**config.mk**
```make
export PLATFORM = sky130hd
export DESIGN_NAME = mac_accum16
export DESIGN_NICKNAME = d
export VERILOG_FILES = /design/src/rtl/mac_pkg.sv /design/src/rtl/mac_add_sat.sv /design/src/rtl/mac_accum16.sv
export SDC_FILE = /design/constraint.sdc
export NUM_CORES = 1
export LEC_CHECK = 0
export CORE_MARGIN = 2
export CORE_UTILIZATION = 40
export CTS_BUF_LIST = sky130_fd_sc_hd__clkbuf_8 sky130_fd_sc_hd__clkbuf_16
export DETAILED_ROUTE_END_ITERATION = 10
export PLACE_DENSITY = 0.67
export SLEW_MARGIN = 30
export SYNTH_ARGS = -nofsm -noshare
export SYNTH_HDL_FRONTEND = slang
export SYNTH_SLANG_ARGS = --single-unit
```
**constraint.sdc**
```tcl
create_clock -name i_clk -period 3.7 [get_ports i_clk]
set_input_delay 0.74 -clock i_clk [delete_from_list [all_inputs] [get_ports i_clk]]
set_output_delay 0.74 -clock i_clk [all_outputs]
set_load 0.02 [all_outputs]
```
**src/rtl/mac_pkg.sv**
```systemverilog
// Shared types and default sizes for the MAC accumulator datapath.
package mac_pkg;

  localparam int DEF_PROD_W = 32;
  localparam int DEF_ACC_W  = 40;
  localparam int DEF_LEN_W  = 8;

  typedef enum logic [1:0] {
    IDLE  = 2'd0,
    ACCUM = 2'd1,
    DRAIN = 2'd2,
    DONE  = 2'd3
  } state_t;

endpackage

```
**src/rtl/mac_add_sat.sv**
```systemverilog
// Combinational accumulate adder: acc + zero-extended product, with carry out.
// Build option MAC_SAT_EN: clamp the sum to all-ones when the add carries out.
module mac_add_sat #(
  parameter int PROD_W = 32,
  parameter int ACC_W  = 40
) (
  input  logic [ACC_W-1:0]  i_acc,
  input  logic [PROD_W-1:0] i_prod,
  output logic [ACC_W-1:0]  o_sum,
  output logic              o_carry
);

  logic [ACC_W:0] w_full;

  // One extra bit on the adder captures the carry out of the accumulator MSB.
  always_comb begin
    w_full  = {1'b0, i_acc} + {{(ACC_W + 1 - PROD_W){1'b0}}, i_prod};
    o_carry = w_full[ACC_W];
`ifdef MAC_SAT_EN
    o_sum   = o_carry ? {ACC_W{1'b1}} : w_full[ACC_W-1:0];
`else
    o_sum   = w_full[ACC_W-1:0];
`endif
  end

endmodule

```
**src/rtl/mac_accum16.sv**
```systemverilog
// Accumulates a programmed number of multiplier products into a wide sum.
// The product is registered before the add to split multiplier/adder paths.
// Build option MAC_SAT_EN (in mac_add_sat): saturate instead of wrapping.
module mac_accum16
  import mac_pkg::*;
#(
  parameter int PROD_W = DEF_PROD_W,
  parameter int ACC_W  = DEF_ACC_W,
  parameter int LEN_W  = DEF_LEN_W
) (
  input  logic              i_clk,
  input  logic              i_rst,
  input  logic              i_start,
  input  logic [LEN_W-1:0]  i_len,
  input  logic              i_prod_valid,
  input  logic [PROD_W-1:0] i_prod,
  output logic              o_prod_ready,
  output logic [ACC_W-1:0]  o_acc_out,
  output logic              o_acc_valid,
  input  logic              i_acc_ack,
  output logic              o_busy,
  output logic              o_ovf,
  output logic [LEN_W-1:0]  o_count
);

  state_t              r_state;
  logic [LEN_W-1:0]    r_len;
  logic [LEN_W-1:0]    r_count;
  logic [ACC_W-1:0]    r_acc;
  logic                r_ovf;
  logic [PROD_W-1:0]   r_pipe;
  logic                r_pipe_v;

  logic                w_xfer;
  logic [LEN_W-1:0]    w_count_nxt;
  logic [ACC_W-1:0]    w_sum;
  logic                w_carry;

  mac_add_sat #(
    .PROD_W (PROD_W),
    .ACC_W  (ACC_W)
  ) u_add (
    .i_acc   (r_acc),
    .i_prod  (r_pipe),
    .o_sum   (w_sum),
    .o_carry (w_carry)
  );

  // Handshake and status decode, all from registered state.
  always_comb begin
    o_prod_ready = (r_state == ACCUM) && (r_count < r_len);
    w_xfer       = o_prod_ready && i_prod_valid;
    w_count_nxt  = r_count + 1'b1;
    o_acc_valid  = (r_state == DONE);
    o_busy       = (r_state != IDLE);
    o_acc_out    = r_acc;
    o_ovf        = r_ovf;
    o_count      = r_count;
  end

  // Pipe register, add stage and job FSM.
  always_ff @(posedge i_clk or posedge i_rst) begin
    if (i_rst) begin
      r_state  <= IDLE;
      r_len    <= '0;
      r_count  <= '0;
      r_acc    <= '0;
      r_ovf    <= 1'b0;
      r_pipe   <= '0;
      r_pipe_v <= 1'b0;
    end else begin
      r_pipe_v <= w_xfer;
      if (w_xfer) r_pipe <= i_prod;
      if (r_pipe_v) begin
        r_acc <= w_sum;
        r_ovf <= r_ovf | w_carry;
      end
      case (r_state)
        IDLE: if (i_start) begin
          // A new job starts from a clean sum; len=0 goes straight to a zero result.
          r_len    <= i_len;
          r_acc    <= '0;
          r_count  <= '0;
          r_ovf    <= 1'b0;
          r_pipe_v <= 1'b0;
          r_state  <= (i_len == '0) ? DONE : ACCUM;
        end
        ACCUM: if (w_xfer) begin
          r_count <= w_count_nxt;
          if (w_count_nxt == r_len) r_state <= DRAIN;
        end
        // The last product sits in the pipe register; it lands in r_acc this edge.
        DRAIN: r_state <= DONE;
        DONE:  if (i_acc_ack) r_state <= IDLE;
        default: r_state <= IDLE;
      endcase
    end
  end

endmodule

```
==> impl_metrics.json, run 1 <==
{
  "final_nets": 912,
  "min_path_type": "flip-flop to flip-flop",
  "yosysTopAreaCellShare": 0.3701,
  "grt_use_met3": 0.02911,
  "slew_headroom": 0.4305,
  "worstMarginPinSlew_ns": 0.8542,
  "maxCapViolCount": 0,
  "critPathMaxStageDelay_ns": 0.63,
  "clk_pin_slew_ns": 0.07,
  "seq_area_mm2": 0.002302,
  "hold_start": "r_pipe[15]",
  "grt_pass1_vias": 5235,
  "synth.area.top_cells": "dfrtp_1, ha_1, nand2_1",
  "cts.htree.levels": 3,
  "multi_input_area_mm2": 0.003696,
  "p_per_area_mw_per_mm2": 840.7,
  "syn_area_per_cell_um2": 8.428,
  "dr.pass1.iters": 6,
  "gr-total-overflow": 0,
  "cp_slowest_cell": "clkdlybuf4s50_1",
  "start_kind": "flip-flop",
  "num_rows": 45,
  "fillers": 1440,
  "netlist.top_cell.by_area": "dfrtp_1",
  "cts_max_path_buffers": 2,
  "drc": 0,
  "yosysMostFrequentCell": "nand2_1",
  "coreArea_mm2": 0.01520,
  "setup_viol": 0,
  "ys_warn_count": 0,
  "ys_seq_area_frac": 0.3701,
  "synth_ff_type": "dfrtp_1",
  "max_freq_ghz": 0.2832,
  "grtUsageTotal": 0.2044,
  "cp.required_ns": 2.96,
  "period_needed_ns": 3.531,
  "cp-end-kind": "primary output",
  "drive_gt1_frac": 0.04600,
  "placedCellCount": 998,
  "crit_type": "flip-flop to primary output",
  "grt_pass1_wl_mm": 26.85,
  "slew_viol_final": 0,
  "io_buffers": 96,
  "numClockSinks": 92,
  "crit_chain": "ha_1 > nor2b_1 > o21a_1 > o21ai_0 > a21oi_1 > nor3b_1 > clkdlybuf4s50_1",
  "hold_depth": 2,
  "use_met1": 0.2986,
  "hpwlAfterDp_mm": 11.86,
  "peakVddDrop_v": 0.0003603,
  "postLayoutCoreUtil": 0.5073,
  "worstRegToRegCells": 9,
  "ctsHoldBuffers": 0,
  "p_leak_nw": 3.467,
  "tritoncts": "done",
  "fin_setup_tns_ns": 0,
  "antenna_left": 0,
  "grt_max_degree": 54,
  "drt-total-wl_mm": 16.21,
  "yosysUniqueCellTypes": 62,
  "finalCritPeriodShare": 0.9543,
  "ys_ff_latch": 92,
  "worst-path-max-fanout": 7,
  "rsz0062_at_grt": "no",
  "n_antenna_cell": 0,
  "busiest_layer": "met2",
  "num_vias": 5531,
  "placed_cell_area_mm2": 0.007375,
  "final_cells": 1014,
  "die_x_um": 128.7,
  "syn_to_final_growth_pct": 24.00,
  "regToRegSetupSlack_ns": 0.69,
  "dieArea_mm2": 0.01656,
  "critPathArrivalTime_ns": 2.79,
  "whs_ns": 0.4805,
  "crit-reg2reg-launch": "o_acc_out[0]",
  "root_buffer": "clkbuf_16",
  "die_y_um": 128.7,
  "design_area_mm2": 0.007712,
  "io_pins": 97,
  "hold_path_end": "r_pipe[15]",
  "synth_edf_count": 0,
  "async_reset_ff_frac": 1.000,
  "finalHoldViolCount": 0,
  "ctsResizeCount": 0,
  "syn_nets": 829,
  "synth_cells": 738,
  "antenna_found_initial": 0,
  "clock_skew_ns": 0.01241,
  "gp_congestion": 0.9203,
  "cts_inserted_buffers": 9,
  "use_met2": 0.3094,
  "drt_iter0_drc": 331,
  "start_util": 0.4091,
  "status": "complete, no violations",
  "clkLatencyLatePin_ns": 0.36,
  "post_cts_buffers": 0,
  "wire_per_inst_um": 15.99,
  "syn_area_mm2": 0.006220,
  "synth_commonest_cells": "nand2_1, dfrtp_1, o21ai_0, ha_1, nor2_1",
  "r2r_end": "o_acc_out[38]",
  "via_per_inst": 5.455
}
[worst max path at each step]
stage | startpoint | end | slack (ns) | depth (start not counted)
final | o_count[1] | o_prod_ready | 0.17 | 7
after detailed placement | o_count[1] | o_prod_ready | 0.56 | 7
after CTS | o_count[1] | o_prod_ready | 0.16 | 7
after global placement | o_count[1] | o_prod_ready | 0.56 | 7
after global routing | o_count[1] | o_prod_ready | 0.002 | 7
after floorplan | i_rst | o_acc_out[0] | 0.57 | 1
[power breakdown]
group	leakage, nW	internal (mW)	switching [mW]
logic	2.11	1.54	2.17
registers	1.19	1.40	0.333
clock network	0.166	0.645	0.400
[cell type report]
class,count,share of cell area
Inverter,26,0.01298
Clock buffer,12,0.03456
Tap cell,188,0.03050
Clock inverter,4,0.009247
Multi-Input combinational cell,587,0.4792
Sequential cell,92,0.2985
Timing Repair Buffer,105,0.1350
[per-layer routing]
metal	routed length (um)	up-vias
met5	0	-
met4	302	0
met3	580	17
met2	7146	122
met1	8184	2593
li1	-	2799
[cell usage in the layout, fill, tap and decap left out, types with 4 or more instances in the layout]
| cell | n |
|---|---|
| nand2_1 | 149 |
| clkdlybuf4s50_1 | 96 |
| dfrtp_1 | 92 |
| o21ai_0 | 59 |
| ha_1 | 45 |
| nor2_1 | 44 |
| a21oi_1 | 43 |
| inv_1 | 26 |
| nand3_1 | 25 |
| mux2i_1 | 24 |
| xnor2_1 | 20 |
| xor2_1 | 13 |
| a21o_1 | 11 |
| nor3_1 | 11 |
| nand2b_1 | 10 |
| nand4_1 | 10 |
| a31oi_1 | 10 |
| nor4_1 | 9 |
| clkbuf_16 | 9 |
| buf_4 | 8 |
| nor2b_1 | 7 |
| a211oi_1 | 7 |
| o211ai_1 | 7 |
| a22o_1 | 6 |
| o21a_1 | 5 |
| and3_1 | 5 |
| or3_1 | 5 |
| a211o_1 | 4 |
| o221ai_1 | 4 |
| a21boi_0 | 4 |
| o22ai_1 | 4 |
| nor4b_1 | 4 |
[cell families after synthesis]
| logic type | after synthesis | share of synthesized area |
|---|---|---|
| and+or+nand+nor | 295 | 0.2189 |
| muxes | 27 | 0.04406 |
| adders and majority gates | 46 | 0.09374 |
| DFF | 92 | 0.3701 |
| AOI/OAI and AO/OA | 185 | 0.1871 |
| buffers and inverters | 59 | 0.03601 |
| xor gates and xnor gates | 34 | 0.05009 |
[critical path: cells and delay by family, from the launching register on]
kind	cells	cell delay, ns
and+or+nand+nor	2	0.37
adders and majority gates	1	0.31
DFF	1	0.46
AOI/OAI and AO/OA	3	0.66
buffers and inverters	1	0.63
[metrics by stage]
step           setup WS [ns]  total power [mW]
2_1_floorplan         0.5680             4.295
3_3_place_gp          0.5587             5.374
3_5_place_dp          0.5559             5.424
4_1_cts               0.1632             6.508
5_1_grt             0.001552             7.025
6_report              0.1689             6.484
[state kept, by name, indices dropped and copies added, names as in the netlist]
| name | flops |
|---|---|
| r_state | 2 |
| o_acc_out | 40 |
| r_pipe | 32 |
| o_ovf | 1 |
| o_count | 8 |
| r_len | 8 |
| r_pipe_v | 1 |
(Power assumes the default switching activity.)
==> inputs of run 2 (changes only) <==
REMOVE_ABC_BUFFERS = 1   (was unset)
==> run 2 against run 1 <==
Clock skew is 0.0021 ns lower. Combinational power hardly changed. Highest routed layer unchanged. Critical endpoint unchanged. Maximum frequency is 4.9% higher.
==> impl_metrics.json, run 2 (same netlist as run 1, synthesis figures left out) <==
{
  "ctsHoldBuffers": 0,
  "largest_reg_flops": 40,
  "whs_ns": 0.4837,
  "period_needed_ns": 3.365,
  "coreArea_mm2": 0.01520,
  "syn_to_final_growth_pct": 23.82,
  "post_cts_buffers": 0,
  "via_per_inst": 5.504,
  "root_buffer": "clkbuf_16",
  "tritoncts": "done",
  "clk_pin_slew_ns": 0.07,
  "gp_congestion": 0.8826,
  "drc": 0,
  "crit-reg2reg-launch": "o_acc_out[0]",
  "clock_skew_ns": 0.01028,
  "io_buffers": 96,
  "r2r_end": "o_acc_out[10]",
  "n_antenna_cell": 0,
  "io_pins": 97,
  "p_per_area_mw_per_mm2": 833.0,
  "status": "complete, no violations",
  "peakVddDrop_v": 0.0004195,
  "maxCapViolCount": 0,
  "crit_type": "flip-flop to primary output",
  "wire_per_inst_um": 15.88,
  "finalCritPeriodShare": 0.9096,
  "dr.pass1.iters": 5,
  "setup_viol": 0,
  "drt-total-wl_mm": 16.13,
  "cts.htree.levels": 3,
  "antenna_found_initial": 0,
  "cts_max_path_buffers": 2,
  "clkLatencyLatePin_ns": 0.35,
  "slew_headroom": 0.5136,
  "hpwlAfterDp_mm": 11.95,
  "num_vias": 5592,
  "final_cell_mix": "nand2_1, clkdlybuf4s50_1, dfrtp_1",
  "critPathArrivalTime_ns": 2.63,
  "top_layer": "met4",
  "drive_gt1_frac": 0.04952,
  "start_kind": "flip-flop",
  "cts_inserted_buffers": 9,
  "cp-end-kind": "primary output",
  "die_x_um": 128.7,
  "grtUsageTotal": 0.2054,
  "route.met3.wl_um": 816,
  "wl_met1_mm": 7.749,
  "grt_pass1_vias": 5413,
  "num_rows": 45,
  "numClockSinks": 92,
  "min_path_type": "flip-flop to flip-flop",
  "drt_iter0_drc": 453,
  "worst-path-max-fanout": 6,
  "ctsResizeCount": 0,
  "fillers": 1481,
  "rsz0062_at_grt": "no",
  "die_y_um": 128.7,
  "regToRegSetupSlack_ns": 0.83,
  "p_leak_nw": 3.466,
  "start_util": 0.4091,
  "antenna_left": 0,
  "grt_max_degree": 51,
  "p_total_mw": 6.415,
  "mostFrequentLayoutCell": "nand2_1",
  "cp.required_ns": 2.96,
  "finalHoldViolCount": 0,
  "fin_setup_tns_ns": 0,
  "slew_viol_final": 0,
  "wl_met2_mm": 7.336,
  "worstRegToRegCells": 9,
  "dieArea_mm2": 0.01656,
  "worstSetupEndpoint": "o_prod_ready",
  "max_freq_ghz": 0.2971,
  "worstMarginPinSlew_ns": 0.7288,
  "grt_pass1_wl_mm": 27.36,
  "final_nets": 914,
  "gr-total-overflow": 0,
  "critPathLaunch": "o_count[1]"
}
==> run 2: cell types whose count changed in the layout (fill, tap and decap cells not counted), sizes merged <==
| cell | previous run | this run |
|---|---|---|
| buf | 9 | 11 |
| clkbuf | 12 | 9 |
| clkinv | 0 | 5 |
| clkinvlp | 1 | 0 |
| inv | 27 | 26 |
==> run 2: worst min path at each step <==
stage                from  slack [ns]  cells past startpoint          to
6_report       r_pipe[10]        0.48                      2  r_pipe[10]
5_1_grt        r_pipe[10]        0.51                      2  r_pipe[10]
4_1_cts        r_pipe[10]        0.49                      2  r_pipe[10]
3_5_place_dp   r_pipe[10]        0.47                      2  r_pipe[10]
3_3_place_gp    r_pipe[3]        0.47                      2   r_pipe[3]
2_1_floorplan    r_len[0]        0.45                      2    r_len[0]
==> run 2: routing by layer <==
layer  vias up  track usage
met2       138       0.3324
li1       2807            -
met3        15      0.04699
met4         0      0.05179
met5         -            0
met1      2632       0.2798
==> run 2: report_power, final <==
group	internal [mW]	switching (mW)
Combinational	1.54	2.14
Clock	0.597	0.412
Sequential	1.40	0.329
==> run 2: worst max-delay path, stage by stage, from the launching register on <==
cell and delay, ns:
dfrtp_1 0.46, ha_1 0.31, nor2b_1 0.12, o21a_1 0.15, o21ai_0 0.22, a21oi_1 0.15, nor3b_1 0.21, clkdlybuf4s50_1 0.64
==> run 2: area by class of cell <==
| type | instances | area (um2) | area share |
|---|---|---|---|
| Multi-Input combinational cell | 587 | 3696 | 0.4799 |
| Sequential cell | 92 | 2302 | 0.2989 |
| Timing Repair Buffer | 107 | 1044 | 0.1355 |
| Tap cell | 188 | 235.2 | 0.03054 |
| Clock buffer | 9 | 225.2 | 0.02924 |
| Clock inverter | 7 | 100.1 | 0.01300 |
| Inverter | 26 | 98.84 | 0.01284 |
==> run 2: per-stage QoR <==
stage	utilization	instances	worst slack, ns	instance area [um2]
5_1_grt	0.5066	1016	0.1363	7701
4_1_cts	0.5066	1016	0.3026	7701
3_5_place_dp	0.4852	1000	0.7215	7376
6_report	0.5066	1016	0.3346	7701
3_3_place_gp	0.4852	1000	0.6836	7376
2_1_floorplan	-	705	0.4601	6093
==> inputs of run 3 (changes only) <==
CORE_UTILIZATION = 55   (was 40)
PLACE_DENSITY = 0.86   (was 0.67)
==> run 3 against run 2 <==
Combinational power up 2%. Final cell count down 5.2%. First-iteration DRC count down 11%. Via count up 3.8%. Count of clock-buffer cells in the layout up 1. Worst setup slack worse by 0.21 ns. Wire length up 3.4%. Clock skew down 0.0033 ns. Critical path depth unchanged. Critical path type unchanged. Largest power group unchanged.
==> impl_metrics.json, run 3 (same netlist as run 1, synthesis figures left out) <==
{
  "io_buffers": 96,
  "coreArea_mm2": 0.01094,
  "final_cells": 963,
  "placed_cell_area_mm2": 0.007298,
  "cp.required_ns": 2.96,
  "gr-total-overflow": 0,
  "post_cts_buffers": 0,
  "tritoncts": "done",
  "cts_max_path_buffers": 2,
  "setup_viol": 0,
  "mostFrequentLayoutCell": "nand2_1",
  "dieArea_mm2": 0.01217,
  "p_total_mw": 6.557,
  "whs_ns": 0.4881,
  "numClockSinks": 92,
  "hpwlAfterDp_mm": 11.81,
  "drt-total-wl_mm": 16.68,
  "cts_inserted_buffers": 9,
  "wire_per_inst_um": 17.33,
  "n_antenna_cell": 0,
  "max_freq_ghz": 0.2796,
  "hold_depth": 2,
  "die_y_um": 110.3,
  "grt_max_degree": 73,
  "grt_pass1_wl_mm": 27.06,
  "design_area_mm2": 0.007642,
  "worstRegToRegCells": 9,
  "period_needed_ns": 3.576,
  "critPathArrivalTime_ns": 2.84,
  "num_rows": 38,
  "start_kind": "flip-flop",
  "syn_to_final_growth_pct": 22.87,
  "peakVddDrop_v": 0.0004714,
  "fillers": 886,
  "worstMarginPinSlew_ns": 0.9117,
  "maxCapViolCount": 0,
  "largest_reg_flops": 40,
  "drt_iter0_drc": 404,
  "status": "complete, no violations",
  "antenna_left": 0,
  "finalHoldViolCount": 0,
  "die_x_um": 110.3,
  "grt_pass1_vias": 5766,
  "worst-path-max-fanout": 7,
  "ctsResizeCount": 0,
  "cp-end-kind": "primary output",
  "ctsHoldBuffers": 0,
  "min_path_type": "flip-flop to flip-flop",
  "crit_chain": "ha_1 > nor2b_1 > o21a_1 > o21ai_0 > a21oi_2 > nor3b_1 > clkdlybuf4s50_1",
  "final_cell_mix": "nand2_1, clkdlybuf4s50_1, dfrtp_1",
  "root_buffer": "clkbuf_16",
  "dr.pass1.iters": 5,
  "gp_congestion": 0.9543,
  "p_leak_nw": 3.457,
  "clk_pin_slew_ns": 0.07,
  "io_pins": 97,
  "fin_setup_tns_ns": 0,
  "clock_skew_ns": 0.006992,
  "cp_slowest_cell": "clkdlybuf4s50_1",
  "antenna_found_initial": 0,
  "slew_headroom": 0.3922,
  "postLayoutCoreUtil": 0.6989,
  "p_per_area_mw_per_mm2": 858.0,
  "drive_gt1_frac": 0.04374,
  "cts.htree.levels": 3,
  "slew_viol_final": 0,
  "finalCritPeriodShare": 0.9665,
  "drc": 0,
  "layout_setup_ws_ns": 0.1241,
  "multi_input_area_mm2": 0.003700,
  "crit_type": "flip-flop to primary output",
  "final_nets": 910,
  "critPathMaxStageDelay_ns": 0.63,
  "clkLatencyLatePin_ns": 0.35,
  "grtUsageTotal": 0.2848,
  "pre_cts_slack_ns": 0.4888,
  "rsz0062_at_grt": "no",
  "placedCellCount": 948,
  "start_util": 0.5688,
  "seq_area_mm2": 0.002302,
  "num_vias": 5806,
  "via_per_inst": 6.029
}
[run 3: layout make-up]
cell class                 instances  area share
multi-input combinational        587      0.4841
sequential                        92      0.3012
timing repair buffer             103      0.1342
clock buffer                      10     0.03127
tap                              140     0.02292
clock inverter                     5     0.01326
inverter                          26     0.01293
[run 3: metal layers]
| layer | routed length [um] | up-vias | global-route usage | part of all wire |
|---|---|---|---|---|
| met1 | 7221 | 2784 | 0.3666 | 0.43 |
| li1 | - | 2782 | - | - |
| met4 | 431 | 0 | 0.1277 | 0.026 |
| met5 | 0 | - | 0 | 0 |
| met2 | 7984 | 204 | 0.4733 | 0.48 |
| met3 | 1047 | 36 | 0.04468 | 0.063 |
[run 3: power by group]
part           internal, mW  total, mW  leakage [nW]  switching [mW]
logic                  1.53       3.74          2.10            2.20
clock network         0.673       1.07         0.166           0.400
registers              1.40       1.75          1.19           0.349
[run 3: worst max-delay path: cells and delay by family, from the launching register on]
| kind | cells | cell delay (ns) |
|---|---|---|
| buffers and inverters | 1 | 0.63 |
| AND/OR/NAND/NOR | 2 | 0.36 |
| flip-flops | 1 | 0.47 |
| adder cells (fa/ha/maj) | 1 | 0.34 |
| AO/OA/AOI/OAI | 3 | 0.69 |
[run 3: final timing paths]
path                              start             to  slack (ns)
hold / removal                r_pipe[7]      r_pipe[7]        0.49
min in group asynchronous         i_rst  o_acc_out[39]        0.69
max in group asynchronous         i_rst     r_pipe[25]        2.29
hold reg to reg               r_pipe[7]      r_pipe[7]        0.49
setup / recovery             o_count[1]   o_prod_ready        0.12
setup reg to reg           o_acc_out[0]  o_acc_out[36]        0.76
